===== config.mk =====
export PLATFORM = sky130hd
export DESIGN_NAME = ram_program_loader_flat
export DESIGN_NICKNAME = d
export VERILOG_FILES = /design/src/rtl/ram_program_loader_if.sv /design/src/rtl/ram_program_loader.sv /design/src/flat_wrapper.sv
export SDC_FILE = /design/constraint.sdc
export NUM_CORES = 1
export LEC_CHECK = 0
export CAP_MARGIN = 20
export CORE_MARGIN = 2
export CORE_UTILIZATION = 55
export CTS_CLUSTER_DIAMETER = 50
export CTS_CLUSTER_SIZE = 28
export DETAILED_ROUTE_END_ITERATION = 10
export GPL_TIMING_DRIVEN = 0
export PLACE_DENSITY = 0.85
export SLEW_MARGIN = 20
export SYNTH_ARGS = -nofsm -noshare
export SYNTH_HDL_FRONTEND = slang
export SYNTH_SLANG_ARGS = --single-unit

===== constraint.sdc =====
create_clock -name Clock -period 4.06 [get_ports Clock]
set_input_delay 0.406 -clock Clock [delete_from_list [all_inputs] [get_ports Clock]]
set_output_delay 0.406 -clock Clock [all_outputs]
set_load 0.03 [all_outputs]

===== src/rtl/ram_program_loader_if.sv =====
// Host-link/RAM-write bundle between the program loader and its neighbours.
// Latency: none, wires only.
// Backpressure: oByteReady throttles the iByteValid/iByte stream.
interface ram_program_loader_if #(
  parameter int DATA_WIDTH = 16,
  parameter int BYTE_WIDTH = 8,
  parameter int ADDR_WIDTH = 10
);
  logic                  iStart;
  logic                  iAbort;
  logic [ADDR_WIDTH-1:0] iBaseAddress;
  logic [ADDR_WIDTH:0]   iWordCount;
  logic                  iByteValid;
  logic [BYTE_WIDTH-1:0] iByte;
  logic                  oByteReady;
  logic                  oWriteEnable;
  logic [ADDR_WIDTH-1:0] oWriteAddress;
  logic [DATA_WIDTH-1:0] oWriteData;
  logic                  oBusy;
  logic                  oCpuReset;
  logic                  oDone;
  logic                  oError;
  logic [ADDR_WIDTH:0]   oWordsWritten;

  // Host side: issues commands and bytes, observes the loader.
  modport master (
    output iStart, iAbort, iBaseAddress, iWordCount, iByteValid, iByte,
    input  oByteReady, oWriteEnable, oWriteAddress, oWriteData,
           oBusy, oCpuReset, oDone, oError, oWordsWritten
  );

  // Loader side.
  modport slave (
    input  iStart, iAbort, iBaseAddress, iWordCount, iByteValid, iByte,
    output oByteReady, oWriteEnable, oWriteAddress, oWriteData,
           oBusy, oCpuReset, oDone, oError, oWordsWritten
  );
endinterface


===== src/rtl/ram_program_loader.sv =====
// Packs a byte stream into RAM words and writes them at consecutive addresses, holding the CPU in reset.
// Latency: last byte of a word accepted at edge N -> write enable high from N to N+1.
// Backpressure: oByteReady is low outside COLLECT, so one idle byte slot per word (BPW+1 cycles/word).
module ram_program_loader #(
  parameter int DATA_WIDTH = 16,
  parameter int BYTE_WIDTH = 8,
  parameter int ADDR_WIDTH = 10,
  parameter int MEM_SIZE   = 1023
) (
  input logic                   Clock,
  input logic                   Reset,
  ram_program_loader_if.slave   bus
);
  localparam int BPW  = DATA_WIDTH / BYTE_WIDTH;
  localparam int IDXW = (BPW > 1) ? $clog2(BPW) : 1;

  typedef enum logic [2:0] {IDLE, COLLECT, WRITE, DONE, ERROR} state_t;

  state_t                state;
  logic [ADDR_WIDTH-1:0] addr;
  logic [ADDR_WIDTH:0]   remaining;
  logic [IDXW-1:0]       idx;
  logic [DATA_WIDTH-1:0] word;
  logic [DATA_WIDTH-1:0] next_word;

  // Word with the current stream byte shifted in at the least-significant end.
  always_comb begin
    next_word = (word << BYTE_WIDTH) | DATA_WIDTH'(bus.iByte);
  end

  // CPU stays in reset for exactly as long as a load is running.
  assign bus.oCpuReset = bus.oBusy;

  // Load sequencer; every output is registered alongside the state it belongs to.
  always_ff @(posedge Clock or posedge Reset) begin
    if (Reset) begin
      state             <= IDLE;
      addr              <= '0;
      remaining         <= '0;
      idx               <= '0;
      word              <= '0;
      bus.oByteReady    <= 1'b0;
      bus.oWriteEnable  <= 1'b0;
      bus.oWriteAddress <= '0;
      bus.oWriteData    <= '0;
      bus.oBusy         <= 1'b0;
      bus.oDone         <= 1'b0;
      bus.oError        <= 1'b0;
      bus.oWordsWritten <= '0;
    end else begin
      case (state)
        IDLE, DONE, ERROR: begin
          if (bus.iStart) begin
            addr              <= bus.iBaseAddress;
            remaining         <= bus.iWordCount;
            idx               <= '0;
            word              <= '0;
            bus.oDone         <= 1'b0;
            bus.oError        <= 1'b0;
            bus.oWordsWritten <= '0;
            if (bus.iWordCount == '0) begin
              state     <= DONE;
              bus.oDone <= 1'b1;
            end else if ({1'b0, bus.iBaseAddress} > (ADDR_WIDTH+1)'(MEM_SIZE)) begin
              state      <= ERROR;
              bus.oError <= 1'b1;
            end else begin
              state          <= COLLECT;
              bus.oByteReady <= 1'b1;
              bus.oBusy      <= 1'b1;
            end
          end
        end
        COLLECT: begin
          if (bus.iAbort) begin
            // Partial word is simply forgotten; idx restarts for the next load.
            state          <= IDLE;
            idx            <= '0;
            bus.oByteReady <= 1'b0;
            bus.oBusy      <= 1'b0;
          end else if (bus.iByteValid) begin
            word <= next_word;
            if (idx == IDXW'(BPW - 1)) begin
              idx               <= '0;
              state             <= WRITE;
              bus.oByteReady    <= 1'b0;
              bus.oWriteEnable  <= 1'b1;
              bus.oWriteAddress <= addr;
              bus.oWriteData    <= next_word;
            end else begin
              idx <= idx + IDXW'(1);
            end
          end
        end
        WRITE: begin
          // The RAM captures the presented word at this edge, even on abort.
          bus.oWriteEnable  <= 1'b0;
          bus.oWordsWritten <= bus.oWordsWritten + (ADDR_WIDTH+1)'(1);
          if (bus.iAbort) begin
            state     <= IDLE;
            bus.oBusy <= 1'b0;
          end else if (remaining == (ADDR_WIDTH+1)'(1)) begin
            state     <= DONE;
            bus.oDone <= 1'b1;
            bus.oBusy <= 1'b0;
          end else if (addr == ADDR_WIDTH'(MEM_SIZE)) begin
            // Top of RAM reached with words still owed: stop rather than wrap.
            state      <= ERROR;
            bus.oError <= 1'b1;
            bus.oBusy  <= 1'b0;
          end else begin
            state          <= COLLECT;
            addr           <= addr + ADDR_WIDTH'(1);
            remaining      <= remaining - (ADDR_WIDTH+1)'(1);
            bus.oByteReady <= 1'b1;
          end
        end
        default: begin
          state <= IDLE;
        end
      endcase
    end
  end
endmodule


===== src/flat_wrapper.sv =====
// flat-port wrapper written by rule: the top's interface ports become plain ports
module ram_program_loader_flat 
#(
  parameter int DATA_WIDTH = 16,
  parameter int BYTE_WIDTH = 8,
  parameter int ADDR_WIDTH = 10,
  parameter int MEM_SIZE   = 1023
)
  (Clock, Reset, bus_iStart, bus_iAbort, bus_iBaseAddress, bus_iWordCount, bus_iByteValid, bus_iByte, bus_oByteReady, bus_oWriteEnable, bus_oWriteAddress, bus_oWriteData, bus_oBusy, bus_oCpuReset, bus_oDone, bus_oError, bus_oWordsWritten);
  ram_program_loader_if #(.DATA_WIDTH(DATA_WIDTH), .BYTE_WIDTH(BYTE_WIDTH), .ADDR_WIDTH(ADDR_WIDTH)) bus_i ();
  input logic Clock;
  input logic Reset;
  input wire logic [$bits(bus_i.iStart)-1:0] bus_iStart;
  input wire logic [$bits(bus_i.iAbort)-1:0] bus_iAbort;
  input wire logic [$bits(bus_i.iBaseAddress)-1:0] bus_iBaseAddress;
  input wire logic [$bits(bus_i.iWordCount)-1:0] bus_iWordCount;
  input wire logic [$bits(bus_i.iByteValid)-1:0] bus_iByteValid;
  input wire logic [$bits(bus_i.iByte)-1:0] bus_iByte;
  output wire logic [$bits(bus_i.oByteReady)-1:0] bus_oByteReady;
  output wire logic [$bits(bus_i.oWriteEnable)-1:0] bus_oWriteEnable;
  output wire logic [$bits(bus_i.oWriteAddress)-1:0] bus_oWriteAddress;
  output wire logic [$bits(bus_i.oWriteData)-1:0] bus_oWriteData;
  output wire logic [$bits(bus_i.oBusy)-1:0] bus_oBusy;
  output wire logic [$bits(bus_i.oCpuReset)-1:0] bus_oCpuReset;
  output wire logic [$bits(bus_i.oDone)-1:0] bus_oDone;
  output wire logic [$bits(bus_i.oError)-1:0] bus_oError;
  output wire logic [$bits(bus_i.oWordsWritten)-1:0] bus_oWordsWritten;
  assign bus_i.iStart = bus_iStart;
  assign bus_i.iAbort = bus_iAbort;
  assign bus_i.iBaseAddress = bus_iBaseAddress;
  assign bus_i.iWordCount = bus_iWordCount;
  assign bus_i.iByteValid = bus_iByteValid;
  assign bus_i.iByte = bus_iByte;
  assign bus_oByteReady = bus_i.oByteReady;
  assign bus_oWriteEnable = bus_i.oWriteEnable;
  assign bus_oWriteAddress = bus_i.oWriteAddress;
  assign bus_oWriteData = bus_i.oWriteData;
  assign bus_oBusy = bus_i.oBusy;
  assign bus_oCpuReset = bus_i.oCpuReset;
  assign bus_oDone = bus_i.oDone;
  assign bus_oError = bus_i.oError;
  assign bus_oWordsWritten = bus_i.oWordsWritten;
  ram_program_loader #(.DATA_WIDTH(DATA_WIDTH), .BYTE_WIDTH(BYTE_WIDTH), .ADDR_WIDTH(ADDR_WIDTH), .MEM_SIZE(MEM_SIZE)) u_core (.Clock(Clock), .Reset(Reset), .bus(bus_i));
endmodule

# [After elaboration in Yosys (flattened, before gate mapping)]
# Index checks and enable logic that the tools add are counted.
[word_totals] ff_bits=75 input_bits=34 output_inout_bits=43 word_cells=114
[op_classes] n_addsub=4 eq_ne=20 n_mux=57 n_bitwise=2 reduce_logical=18
[ops] operator="2-to-1 mux 11 bit" n=5
[ops] operator="one-hot mux 11 bit (2 select lines)" n=2
[ops] operator="2-to-1 mux 10 bit" n=4
[ops] operator="2-to-1 mux 1 bit" n=26
[ops] operator="2-to-1 mux 8 bit" n=3
[ops] operator="2-to-1 mux 3 bit" n=7
[ops] operator="one-hot mux 10 bit (2 select lines)" n=1
[ops] operator="!= test 2 bit, second input constant" n=8
[ops] operator="OR 16 x 8 -> 16 bit" n=1
[ops] operator="one-hot mux 8 bit (2 select lines)" n=1
[ops] operator="AND reduction 4 bit" n=4
[ops] operator="AND reduction 5 bit" n=3
[ops] operator="adder 11 x 1 -> 11 bit, second input constant" n=1
[ops] operator="equality test 11 x 1 -> 1 bit, second input constant" n=1
[ops] operator="zero test 11 bit" n=1
[ops] operator="subtractor 11 x 1 -> 11 bit, second input constant" n=1
[ops] operator="adder 10 x 1 -> 10 bit, second input constant" n=1
[ops] operator="equality test 10 bit, second input constant" n=1
[ops] operator="one-hot mux 3 bit (3 select lines)" n=1
[ops] operator="one-hot mux 1 bit (2 select lines)" n=4
[ops] operator="AND reduction 8 bit" n=1
[ops] operator="equality test 3 x 2 -> 1 bit, second input constant" n=2
[ops] operator="!= test 2 x 1 -> 1 bit, second input constant" n=3
[ops] operator="one-hot mux 1 bit (3 select lines)" n=2
[ops] operator="14 further kinds" n=17

# [Longest topological paths before layout]
# Gate-level depths: netlist of the first run.
[logic_depth] depth_word=5 ltp_mapped=8 mapped_depth_nobuf=6

# [Worst setup path before layout of the first run]
# No wires, ideal clock.
[synth_timing] path_kind="reg2reg" from="register u_core.state[2]" to="register u_core.bus.oWriteData[0]" setup_ns=0.125 arrival_ns=1.871 required_ns=3.935 path_slack_ns=2.064 stages_incl_launch_ff=7 n_path_buf=2 synth_period_minus_slack_ns=1.996 cell_sequence="dfrtp_1 nand2b_1 nor2_1 and3_1 buf_4 buf_2 mux2_2"
[synth_between] elab_chain_cells=2
[synth_lines] item="start, declared" line="ram_program_loader.sv:19" source="state_t state;"
[synth_lines] item="start signal, assigned" line="ram_program_loader.sv:37" source="state <= IDLE;"
[synth_lines] item="start signal, assigned" line="ram_program_loader.sv:62" source="state <= DONE;"
[synth_lines] item="start signal, assigned" line="ram_program_loader.sv:65" source="state <= ERROR;"
[synth_lines] item="equality test 3 x 1 -> 1 bit" line="ram_program_loader.sv:51" source="case (state)"
[synth_lines] item="AND reduction 4 bit (no line)"
[synth_lines] item="end signal, assigned" line="ram_program_loader.sv:89" source="bus.oWriteData <= next_word;"
[synth_lines] item="end, declared" line="ram_program_loader_if.sv:35" source="output oByteReady, oWriteEnable, oWriteAddress, oWriteData,"
# Every way passes these cells.
# A chain may end at the register's enable or synchronous reset.

# [Worst setup path after layout of the first run]
[layout_timing] from="register u_core.state[2]" to="register u_core.bus.oWriteData[6]"
# The elaborated chain is that of the path after synthesis.

==> flow_metrics.env, run 1 <==
export IMPL_ios=77
export IMPL_drt_total_wl_mm=9.47
export IMPL_die_w_um=86.5
export IMPL_ys_seq_elements=75
export IMPL_ys_seq_area_share_pct=50.1
export IMPL_grt_pass1_wl_mm=15.3
export IMPL_p_seq_share_pct=35.8
export IMPL_synth_commonest_cells="75 x dfrtp_1, 60 x nand2_1, 49 x o21ai_0, 26 x mux2_2, 19 x nor2_1"
export IMPL_crit_start="u_core.state[2]$_DFFE_PP0P_"
export IMPL_syn_num_nets=423
export IMPL_grt_usage_pct=26.2
export IMPL_core_area_um2=6680
export IMPL_critPathMaxFanout=10
export IMPL_hold_buffers=0
export IMPL_synth_area_um2=3740
export IMPL_synth_cell_types=57
export IMPL_ys_flop_type="dfrtp_1"
export IMPL_io_buffers=75
export IMPL_leakagePower_nw=2.03
export IMPL_synth_top_family_by_area="simple AND/OR/NAND/NOR gates"
export IMPL_drc=0
export IMPL_die_area_um2=7480
export IMPL_status="completed"
export IMPL_timing_hold_ws_ns=0.390
export IMPL_required_ns=4.31
export IMPL_postSynthAreaPerCell_um2=9.73
export IMPL_clock_skew_ns=0.0132
export IMPL_final_area_um2=4860
export IMPL_combinationalPowerShare_pct=44.3
export IMPL_worst_path_max_delay_cell="nor2_1"
export IMPL_synthTopCellsByArea="dfrtp_1 50%, mux2_2 7.8%, o21ai_0 6.5%"
export IMPL_first_global_vias=3178
export IMPL_die_y_um=86.5
export IMPL_gp_congestion=0.909
export IMPL_layout_min_cycle_time_ns=2.43
export IMPL_power_density_nw_per_um2=727
export IMPL_first_iter_violations=208
export IMPL_clock_path_buffers=2
export IMPL_cts_setup_buffers=0
export IMPL_start_kind="flip-flop"
export IMPL_placementRows=30
export IMPL_crit_path_max_incr_delay_ns=0.54
export IMPL_hp_class="input port to async pin"
export IMPL_r2r_start="u_core.state[2]$_DFFE_PP0P_"
export IMPL_layout_nets=510
export IMPL_cts_root_buffer="clkbuf_8"
export IMPL_fin_crit_sh_pct=59.9
export IMPL_post_drt_via_cell_ratio=6.16
export IMPL_rsz0062_at_grt="false"
export IMPL_dpl_hpwl_mm=6.56
export IMPL_synthCells=385
export IMPL_routed_via_count=3426
export IMPL_grt_max_degree=44
export IMPL_clk_latency_ns=0.37
export IMPL_finalMaxSlewViolations=0
export IMPL_crit_arrival_ns=2.68
export IMPL_synth_mux_area_share_pct=8.35
export IMPL_start_util_pct=56.0
export IMPL_maxCapViolCount=0
export IMPL_firstDrtPassIters=5
export IMPL_yosysMostFrequentCell="dfrtp_1"
export IMPL_worst_slew_margin_rel_pct=53.3
export IMPL_p_int_mw=2.08
export IMPL_crit_chain="nand2b_1, nor2_1, and3_1, buf_4, buf_2, mux2_2"
export IMPL_tns_ns=0
export IMPL_cts_tree="yes"
export IMPL_synth_async_reset_ratio_pct=100
export IMPL_drt_wirelength_per_cell_um=17.0
export IMPL_ant_nets=0
export IMPL_antenna_found_initial=0
export IMPL_dp_slack_ns=1.50
export IMPL_yosysWarnings=0
export IMPL_placed_area_um2=4620
export IMPL_cts_sinks=75
export IMPL_synth_top_area_share_pct=50.1
export IMPL_cts_resized=0
export IMPL_cts_clk_slew_worst_paths_ns=0.08
export IMPL_clock_fmax_mhz=411
export IMPL_ir_worst_vdd_v=0.000429
export IMPL_h_tree_depth=3
export IMPL_antenna_cells=0
export IMPL_synth_compound_area_share_pct=17.9
export IMPL_drive_gt1_share_pct=12.6
export IMPL_critical_path_class="flip-flop to flip-flop"
export IMPL_cts_buffers=9
export IMPL_syn2layout_area_growth_pct=29.7
export IMPL_swShare_pct=41.1
export IMPL_synth_xor_area_share_pct=0.234
export IMPL_synth_enable_flop_cells=0
export IMPL_crit_family="simple AND/OR/NAND/NOR gates"
export IMPL_grt_ovfl_total=0
export IMPL_synth_fa_ha_area_share_pct=1.34
export IMPL_clkPwrFrac_pct=19.9
export IMPL_synthSimpleGateAreaFrac_pct=18.8
export IMPL_cp_num_buf_inv=2
export IMPL_worstSetupEndpointType="flip-flop"
export IMPL_yosysTopAreaCell="dfrtp_1"
export IMPL_fin_ws_ns=1.63
export IMPL_final_setup_viol_count=0
export IMPL_hold_viol_final=0
export IMPL_tightest_slew_ns=0.698
export IMPL_p_sw_mw=1.45
cell type report:
cell class / count / area [um^2]
multi-input combinational: 285 / 1740
fill: 506 / 1830
timing repair buffer: 76 / 771
sequential: 75 / 1880
tap: 80 / 100
clock buffer: 9 / 124
buffer: 21 / 109
inverter: 4 / 17.5
clock inverter: 6 / 114
cell families after synthesis:
group	after synthesis
AO/OA/AOI/OAI	110
flip-flops	75
buffers and inverters	25
multiplexers	28
XOR/XNOR	1
AND/OR/NAND/NOR	142
adder cells (fa/ha/maj)	4
state kept, by name, indices dropped and copies added, names as in the netlist:
register                  count
u_core.bus.oWriteData        16
u_core.bus.oWordsWritten     11
u_core.remaining             11
u_core.addr                  10
u_core.bus.oWriteAddress     10
u_core.word                   8
u_core.state                  3
u_core.bus.oBusy              1
u_core.bus.oByteReady         1
u_core.bus.oDone              1
u_core.bus.oError             1
u_core.bus.oWriteEnable       1
u_core.idx                    1
power groups by stage:
stage	Clock [mW]	Sequential (mW)	Combinational [mW]
floorplan	0	1.49	0.743
global placement	0	1.25	1.51
detailed placement	0	1.27	1.54
CTS	0.704	1.26	1.56
global route	0.728	1.30	1.70
finish	0.703	1.26	1.57
routing by layer:
metal	vias to the layer above	GRT usage (%)	part of all wire, %
li1	1580	-	-
met4	0	8.66	2.6
met1	1662	34.9	42
met5	-	0	0
met3	24	5.62	5.7
met2	160	42.8	50
cells in the final DEF, fill, tap and decap left out, types with 3 or more instances in the layout:
master	count
o22ai_1	5
nor4_1	5
nand3_1	13
and3_1	4
nand2_1	60
clkbuf_1	10
a31oi_1	10
nor2b_1	4
nor3_1	10
a21o_1	3
clkbuf_8	9
nand4_1	6
mux2_2	26
a21oi_1	17
inv_1	3
o31ai_1	3
and2_1	3
ha_1	4
nor2_1	19
clkdlybuf4s50_1	75
dfrtp_1	75
bufinv_16	3
nand2b_1	6
buf_2	6
o21ai_0	49
stage by stage:
step | utilization (%) | power, mW | instances
finish | 72.7 | 3.53 | 556
global route | 72.7 | 3.73 | 556
CTS | 72.7 | 3.52 | 556
detailed placement | 69.1 | 2.81 | 541
global placement | 68.8 | 2.76 | 540
floorplan | - | 2.23 | 385
path summary, 6_finish.rpt:
kind	end	slack [ns]	cells after the start
setup / recovery	u_core.bus.oWriteData[6]$_DFFE_PP0P_	1.63	6
hold / removal	u_core.addr[3]$_DFFE_PP0P_	0.39	2
setup reg to reg	u_core.bus.oWriteData[6]$_DFFE_PP0P_	1.63	6
hold reg to reg	u_core.word[2]$_DFFE_PP0P_	0.49	2
max in group asynchronous	u_core.bus.oWordsWritten[4]$_DFFE_PP0P_	3.10	3
min in group Clock	u_core.word[2]$_DFFE_PP0P_	0.49	2
No activity file was read; power rests on OpenSTA's default activity.
==> run 2: changes to the inputs <==
- CORE_UTILIZATION: 55 -> 46
- PLACE_DENSITY: 0.85 -> 0.76
- clock period: 4.06 -> 2.13 ns (I/O delays scaled with it)
==> run 2 against run 1 <==
- sequential cell count is the same
- first-iteration DRC count shrank 0.96%
- combinational power grew 100%
- wire length grew 1.6%
- largest power group unchanged
- non-clock buffer count grew 8
- final area grew 2.9%
- largest cell class unchanged
- worst hold slack lost 0.20 ns
- register-to-register slack lost 1.6 ns
- total power grew 90%
- cell count grew 5.6%
- count of clock-buffer cells in the layout grew 1
==> flow_metrics.env, run 2 (synthesized netlist as in run 1, its figures left out) <==
export IMPL_status="completed"
export IMPL_p_seq_share_pct=35.9
export IMPL_antenna_cells=0
export IMPL_first_iter_violations=206
export IMPL_layout_nets=518
export IMPL_final_cell_count_no_fill=587
export IMPL_grt_busiest_layer="met2"
export IMPL_layout_min_cycle_time_ns=2.06
export IMPL_largest_register_ffs=16
export IMPL_crit_arrival_ns=2.35
export IMPL_crit_path_max_incr_delay_ns=0.55
export IMPL_met1_usage_pct=28.7
export IMPL_path_common_cell="buf_6"
export IMPL_clk_latency_ns=0.37
export IMPL_critPathMaxFanout=10
export IMPL_die_area_um2=8880
export IMPL_clkPwrFrac_pct=16.9
export IMPL_ant_nets=0
export IMPL_fin_ws_ns=0.0686
export IMPL_cts_sinks=75
export IMPL_drive_gt1_share_pct=17.5
export IMPL_final_core_util_pct=64.0
export IMPL_power_mw=6.70
export IMPL_drt_total_wl_mm=9.62
export IMPL_gp_congestion=0.893
export IMPL_layout_commonest_cell="clkdlybuf4s50_1"
export IMPL_cts_tree="yes"
export IMPL_clock_skew_ns=0.00790
export IMPL_worstSetupEndpointType="flip-flop"
export IMPL_grt_max_degree=47
export IMPL_ir_worst_vdd_v=0.000784
export IMPL_firstDrtPassIters=4
export IMPL_start_kind="flip-flop"
export IMPL_crit_chain="or4_4, and4bb_2, o21ai_2, buf_6, and2_4, buf_6, a22oi_2"
export IMPL_hold_viol_final=0
export IMPL_syn2layout_area_growth_pct=33.4
export IMPL_placementRows=32
export IMPL_nFillCells=670
export IMPL_dpl_hpwl_mm=6.78
export IMPL_cts_buffers=9
export IMPL_core_area_um2=7810
export IMPL_final_setup_viol_count=0
export IMPL_maxCapViolCount=0
export IMPL_fin_crit_sh_pct=96.8
export IMPL_p_int_mw=3.89
export IMPL_start_util_pct=48.0
export IMPL_combinationalPowerShare_pct=47.2
export IMPL_die_y_um=94.2
export IMPL_p_sw_mw=2.82
export IMPL_ios=77
export IMPL_post_drt_via_cell_ratio=5.75
export IMPL_clock_fmax_mhz=485
export IMPL_grtUsageMet2_pct=36.6
export IMPL_grt_ovfl_total=0
export IMPL_die_w_um=94.2
export IMPL_power_density_nw_per_um2=1340
export IMPL_routed_via_count=3377
export IMPL_io_buffers=75
export IMPL_finalMaxSlewViolations=0
export IMPL_largestRegisters="u_core.bus.oWriteData: 16 flops, u_core.bus.oWordsWritten: 11 flops, u_core.remaining: 11 flops"
export IMPL_critical_path_class="flip-flop to flip-flop"
export IMPL_hold_buffers=0
export IMPL_drc=0
export IMPL_clock_path_buffers=2
export IMPL_most_common_layout_cells="75 x clkdlybuf4s50_1, 74 x dfrtp_1, 60 x nand2_1"
export IMPL_cts_clk_slew_worst_paths_ns=0.08
export IMPL_worst_slew_margin_rel_pct=60.7
export IMPL_worst_path_max_delay_cell="or4_4"
export IMPL_first_global_vias=3270
export IMPL_gr_usage_met3_pct=5.38
export IMPL_timing_hold_ws_ns=0.190
export IMPL_grt_pass1_wl_mm=15.5
export IMPL_dp_slack_ns=-0.266
export IMPL_antenna_found_initial=0
export IMPL_h_tree_depth=3
export IMPL_cts_root_buffer="clkbuf_8"
export IMPL_leakagePower_nw=2.08
export IMPL_drt_wirelength_per_cell_um=16.4
export IMPL_placedCellCount=563
export IMPL_largest_register="u_core.bus.oWriteData"
export IMPL_swShare_pct=42.0
export IMPL_tightest_slew_ns=0.589
export IMPL_hp_class="input port to async pin"
export IMPL_grt_usage_pct=22.5
export IMPL_required_ns=2.42
-- run 2: cell count changes in the layout (fill, tap and decap cells not counted), moves of 2 or more --
cell / change
buf_4: +12
a21oi_1: -2
buf_2: -4
nor2_4: +2
clkinv_2: +2
clkbuf_1: -4
clkbuf_2: +3
bufinv_16: -2
nor2_1: -2
-- run 2: metrics by stage --
stage,TNS [ns],instance area (um^2)
2_1_floorplan,0,3740
3_3_place_gp,-97.32,4620
3_5_place_dp,-7.40,4650
4_1_cts,0,4900
5_1_grt,-0.0566,5000
6_report,0,5000
-- run 2: power groups by stage --
stage               Sequential, mW  Clock, mW  Combinational [mW]
floorplan                     2.84          0                1.42
global placement              2.40          0                2.88
detailed placement            2.43          0                2.95
CTS                           2.40       1.14                3.01
global route                  2.48       1.21                3.42
finish                        2.41       1.13                3.17
-- run 2: layer usage --
layer	routed length, um	up-vias	part of all wire, %
met5	0	-	0
met4	229	0	2.4
met3	535	20	5.6
met2	4680	105	49
met1	4170	1658	43
li1	-	1594	-
-- run 2: worst paths after layout --
check | slack (ns) | depth (start not counted) | to | start
setup reg to reg | 0.07 | 7 | u_core.addr[9]$_DFFE_PP0P_ | u_core.remaining[7]$_DFFE_PP0P_
max in group asynchronous | 1.39 | 3 | u_core.bus.oError$_DFFE_PP0P_ | Reset
setup / recovery | 0.07 | 7 | u_core.addr[9]$_DFFE_PP0P_ | u_core.remaining[7]$_DFFE_PP0P_
min in group Clock | 0.31 | 2 | u_core.state[1]$_DFFE_PP0P_ | bus_iStart
hold / removal | 0.19 | 2 | u_core.bus.oWriteAddress[3]$_DFFE_PP0P_ | Reset
hold reg to reg | 0.48 | 1 | u_core.bus.oWriteEnable$_DFFE_PP0P_ | u_core.bus.oWriteEnable$_DFFE_PP0P_
-- run 2: cell type report --
class                   instances  area, um^2  share of cell area (%)
well taps                     102         128                    2.55
clock inverters                 6        63.8                    1.28
plain buffers                  21         126                    2.53
repair buffers                 84         838                    16.8
clock buffers                  10         138                    2.75
multi-input cells             285        1810                    36.2
inverters                       4        17.5                   0.351
flip-flops and latches         75        1880                    37.6
-- run 2: timing repair --
item | 4_1_cts | 5_1_grt
buffers inserted | 1 | 7
pin swaps | 1 | 5
resized for setup | 13 | 16
endpoints found under the setup margin | 44 | 54
-- run 2: critical path, delay by kind of cell (launching register included) --
kind                   cells  cell delay [ns]
AO/OA/AOI/OAI              2             0.22
buffers and inverters      2             0.30
flip-flops                 1             0.42
AND/OR/NAND/NOR            3             1.04
==> run 3: changes to the inputs <==
- CELL_PAD_IN_SITES_DETAIL_PLACEMENT: unset -> 0
- CELL_PAD_IN_SITES_GLOBAL_PLACEMENT: unset -> 1
- CORE_UTILIZATION: 46 -> 35
- PLACE_DENSITY: 0.76 -> unset
- PLACE_DENSITY_LB_ADDON: unset -> 0.1
- clock period: 2.13 -> 1.8 ns (I/O delays scaled with it)
==> run 3 against run 2 <==
- the run now ends with negative setup slack left
- wire length rose by 11%
- critical path depth did not move
- non-clock buffer count rose by 12
- combinational power rose by 33%
- first-iteration DRC count fell by 32%
- total power rose by 26%
- setup slack got worse by 0.31 ns
- clock skew rose by 0.0021 ns
- sequential power rose by 18%
- final area rose by 8.6%
- clock power rose by 22%
==> flow_metrics.env, run 3 (synthesized netlist as in run 1, its figures left out) <==
export IMPL_r2r_start="u_core.remaining[7]$_DFFE_PP0P_"
export IMPL_gp_congestion=0.803
export IMPL_start_kind="flip-flop"
export IMPL_die_y_um=107
export IMPL_crit_arrival_ns=2.28
export IMPL_most_common_layout_cells="75 x clkdlybuf4s50_1, 72 x dfrtp_1, 58 x nand2_1"
export IMPL_fin_ws_ns=-0.240
export IMPL_hold_buffers=0
export IMPL_ir_worst_vdd_v=0.000635
export IMPL_h_tree_depth=3
export IMPL_grt_ovfl_total=0
export IMPL_clock_skew_ns=0.00996
export IMPL_drive_gt1_share_pct=24.3
export IMPL_antenna_cells=0
export IMPL_violations="negative setup slack"
export IMPL_ios=77
export IMPL_cts_root_buffer="clkbuf_8"
export IMPL_hold_viol_final=0
export IMPL_largest_register_ffs=16
export IMPL_path_common_cell="buf_6"
export IMPL_cts_clk_slew_worst_paths_ns=0.09
export IMPL_firstDrtPassIters=5
export IMPL_drt_total_wl_mm=10.6
export IMPL_cts_buffers=9
export IMPL_routed_via_count=3367
export IMPL_placementRows=37
export IMPL_crit_family="simple AND/OR/NAND/NOR gates"
export IMPL_critical_path_class="flip-flop to flip-flop"
export IMPL_clock_fmax_mhz=490
export IMPL_critPathMaxFanout=6
export IMPL_layout_commonest_cell="clkdlybuf4s50_1"
export IMPL_r2r_slack_ns=-0.24
export IMPL_core_area_um2=10400
export IMPL_layout_nets=530
export IMPL_tns_ns=-4.54
export IMPL_first_iter_violations=141
export IMPL_dpl_hpwl_mm=7.14
export IMPL_cp_num_buf_inv=2
export IMPL_fin_crit_sh_pct=113
export IMPL_grt_usage_pct=19.0
export IMPL_tightest_slew_ns=0.604
export IMPL_hp_class="input port to async pin"
export IMPL_clk_latency_ns=0.36
export IMPL_crit_chain="or4_4, and4bb_2, o21ai_4, buf_6, buf_6, a31oi_2, a21oi_1"
export IMPL_worst_slew_margin_rel_pct=59.7
export IMPL_cts_sinks=75
export IMPL_status="finished with violations"
export IMPL_power_density_nw_per_um2=1560
export IMPL_post_drt_via_cell_ratio=5.32
export IMPL_cts_tree="yes"
export IMPL_largestRegisters="u_core.bus.oWriteData: 16 flops, u_core.bus.oWordsWritten: 11 flops, u_core.remaining: 11 flops"
export IMPL_r2r_cells=7
export IMPL_r2r_end="u_core.addr[4]$_DFFE_PP0P_"
export IMPL_syn2layout_area_growth_pct=44.8
export IMPL_finalMaxSlewViolations=0
export IMPL_power_mw=8.44
export IMPL_io_buffers=75
export IMPL_required_ns=2.04
export IMPL_final_cell_count_no_fill=633
export IMPL_antenna_found_initial=0
export IMPL_worst_path_max_delay_cell="or4_4"
export IMPL_die_w_um=107
export IMPL_die_area_um2=11500
export IMPL_final_setup_viol_count=26
export IMPL_grt_max_degree=30
export IMPL_nFillCells=980
export IMPL_grt_pass1_wl_mm=17.2
export IMPL_largest_register="u_core.bus.oWriteData"
export IMPL_drt_wirelength_per_cell_um=16.8
export IMPL_maxCapViolCount=0
export IMPL_ant_nets=0
export IMPL_first_global_vias=3224
export IMPL_placedCellCount=598
export IMPL_worstSetupEndpointType="flip-flop"
export IMPL_leakagePower_nw=2.22
export IMPL_drc=0
export IMPL_start_util_pct=36.1
export IMPL_clock_path_buffers=2
export IMPL_crit_path_max_incr_delay_ns=0.55
export IMPL_rsz0062_at_grt="true"
export IMPL_layout_min_cycle_time_ns=2.04
## run 3: cell count changes in the layout (fill, tap and decap cells not counted), moves of 3 or more
| cell | previous run | this run |
|---|---|---|
| buf_6 | 2 | 11 |
| o21ai_0 | 49 | 38 |
| mux2_2 | 26 | 23 |
| inv_6 | 1 | 4 |
| a31oi_1 | 10 | 6 |
| buf_12 | 0 | 6 |
| mux2_4 | 0 | 3 |
| clkbuf_1 | 6 | 3 |
| o21ai_1 | 1 | 9 |
## run 3: per-layer routing
layer / GRT usage [%] / up-vias / share of wire [%]
li1: - / 1620 / -
met1: 26.7 / 1651 / 46
met2: 30.0 / 85 / 48
met3: 3.21 / 11 / 4.4
met4: 6.04 / 0 / 1.3
met5: 0 / - / 0
## run 3: timing repair
item                       4_1_cts  5_1_grt
gates cloned                     1        0
setup buffers                   15        5
pin swaps                       17       12
resized for setup               60       34
setup endpoints to repair       70       60
## run 3: worst max-delay path by stage
stage,slack (ns),to,depth (start not counted),from
finish,-0.24,u_core.addr[4]$_DFFE_PP0P_,7,u_core.remaining[7]$_DFFE_PP0P_
global route,-0.29,u_core.addr[4]$_DFFE_PP0P_,7,u_core.remaining[7]$_DFFE_PP0P_
CTS,-0.19,u_core.addr[5]$_DFFE_PP0P_,7,u_core.remaining[6]$_DFFE_PP0P_
detailed placement,-0.57,u_core.addr[9]$_DFFE_PP0P_,7,bus_iAbort
global placement,-0.59,u_core.addr[9]$_DFFE_PP0P_,7,bus_iAbort
floorplan,-0.13,u_core.addr[9]$_DFFE_PP0P_,7,u_core.remaining[7]$_DFFE_PP0P_
## run 3: final cells by class
cell class / instances / area, um^2 / area share (%)
well taps: 136 / 170 / 3.14
clock inverters: 7 / 81.3 / 1.50
inverters: 4 / 18.8 / 0.346
multi-input cells: 285 / 1980 / 36.6
flip-flops and latches: 75 / 1880 / 34.7
repair buffers: 98 / 987 / 18.2
plain buffers: 19 / 178 / 3.28
clock buffers: 9 / 124 / 2.28
## run 3: power by group
| group | leakage (nW) | switching [mW] | internal [mW] |
|---|---|---|---|
| combinational | 1.16 | 2.34 | 1.87 |
| clock | 0.101 | 0.718 | 0.663 |
| sequential | 0.960 | 0.542 | 2.31 |
| total | 2.22 | 3.60 | 4.85 |
## run 3: per-stage QoR
stage / worst slack [ns] / hold WS, ns / instance area [um^2] / utilization, %
2_1_floorplan: -0.132 / 0.316 / 3790 / -
3_3_place_gp: -0.590 / 0.458 / 4710 / 45.5
3_5_place_dp: -0.571 / 0.469 / 4750 / 45.8
4_1_cts: -0.185 / 0.225 / 5290 / 51.0
5_1_grt: -0.290 / 0.257 / 5420 / 52.3
6_report: -0.240 / 0.218 / 5420 / 52.3
## run 3: worst reg2reg max path, cell delays in order (launching register included)
cell and delay [ns]:
dfrtp_1 0.42, or4_4 0.55, and4bb_2 0.37, o21ai_4 0.08, buf_6 0.14, buf_6 0.13, a31oi_2 0.18, a21oi_1 0.05
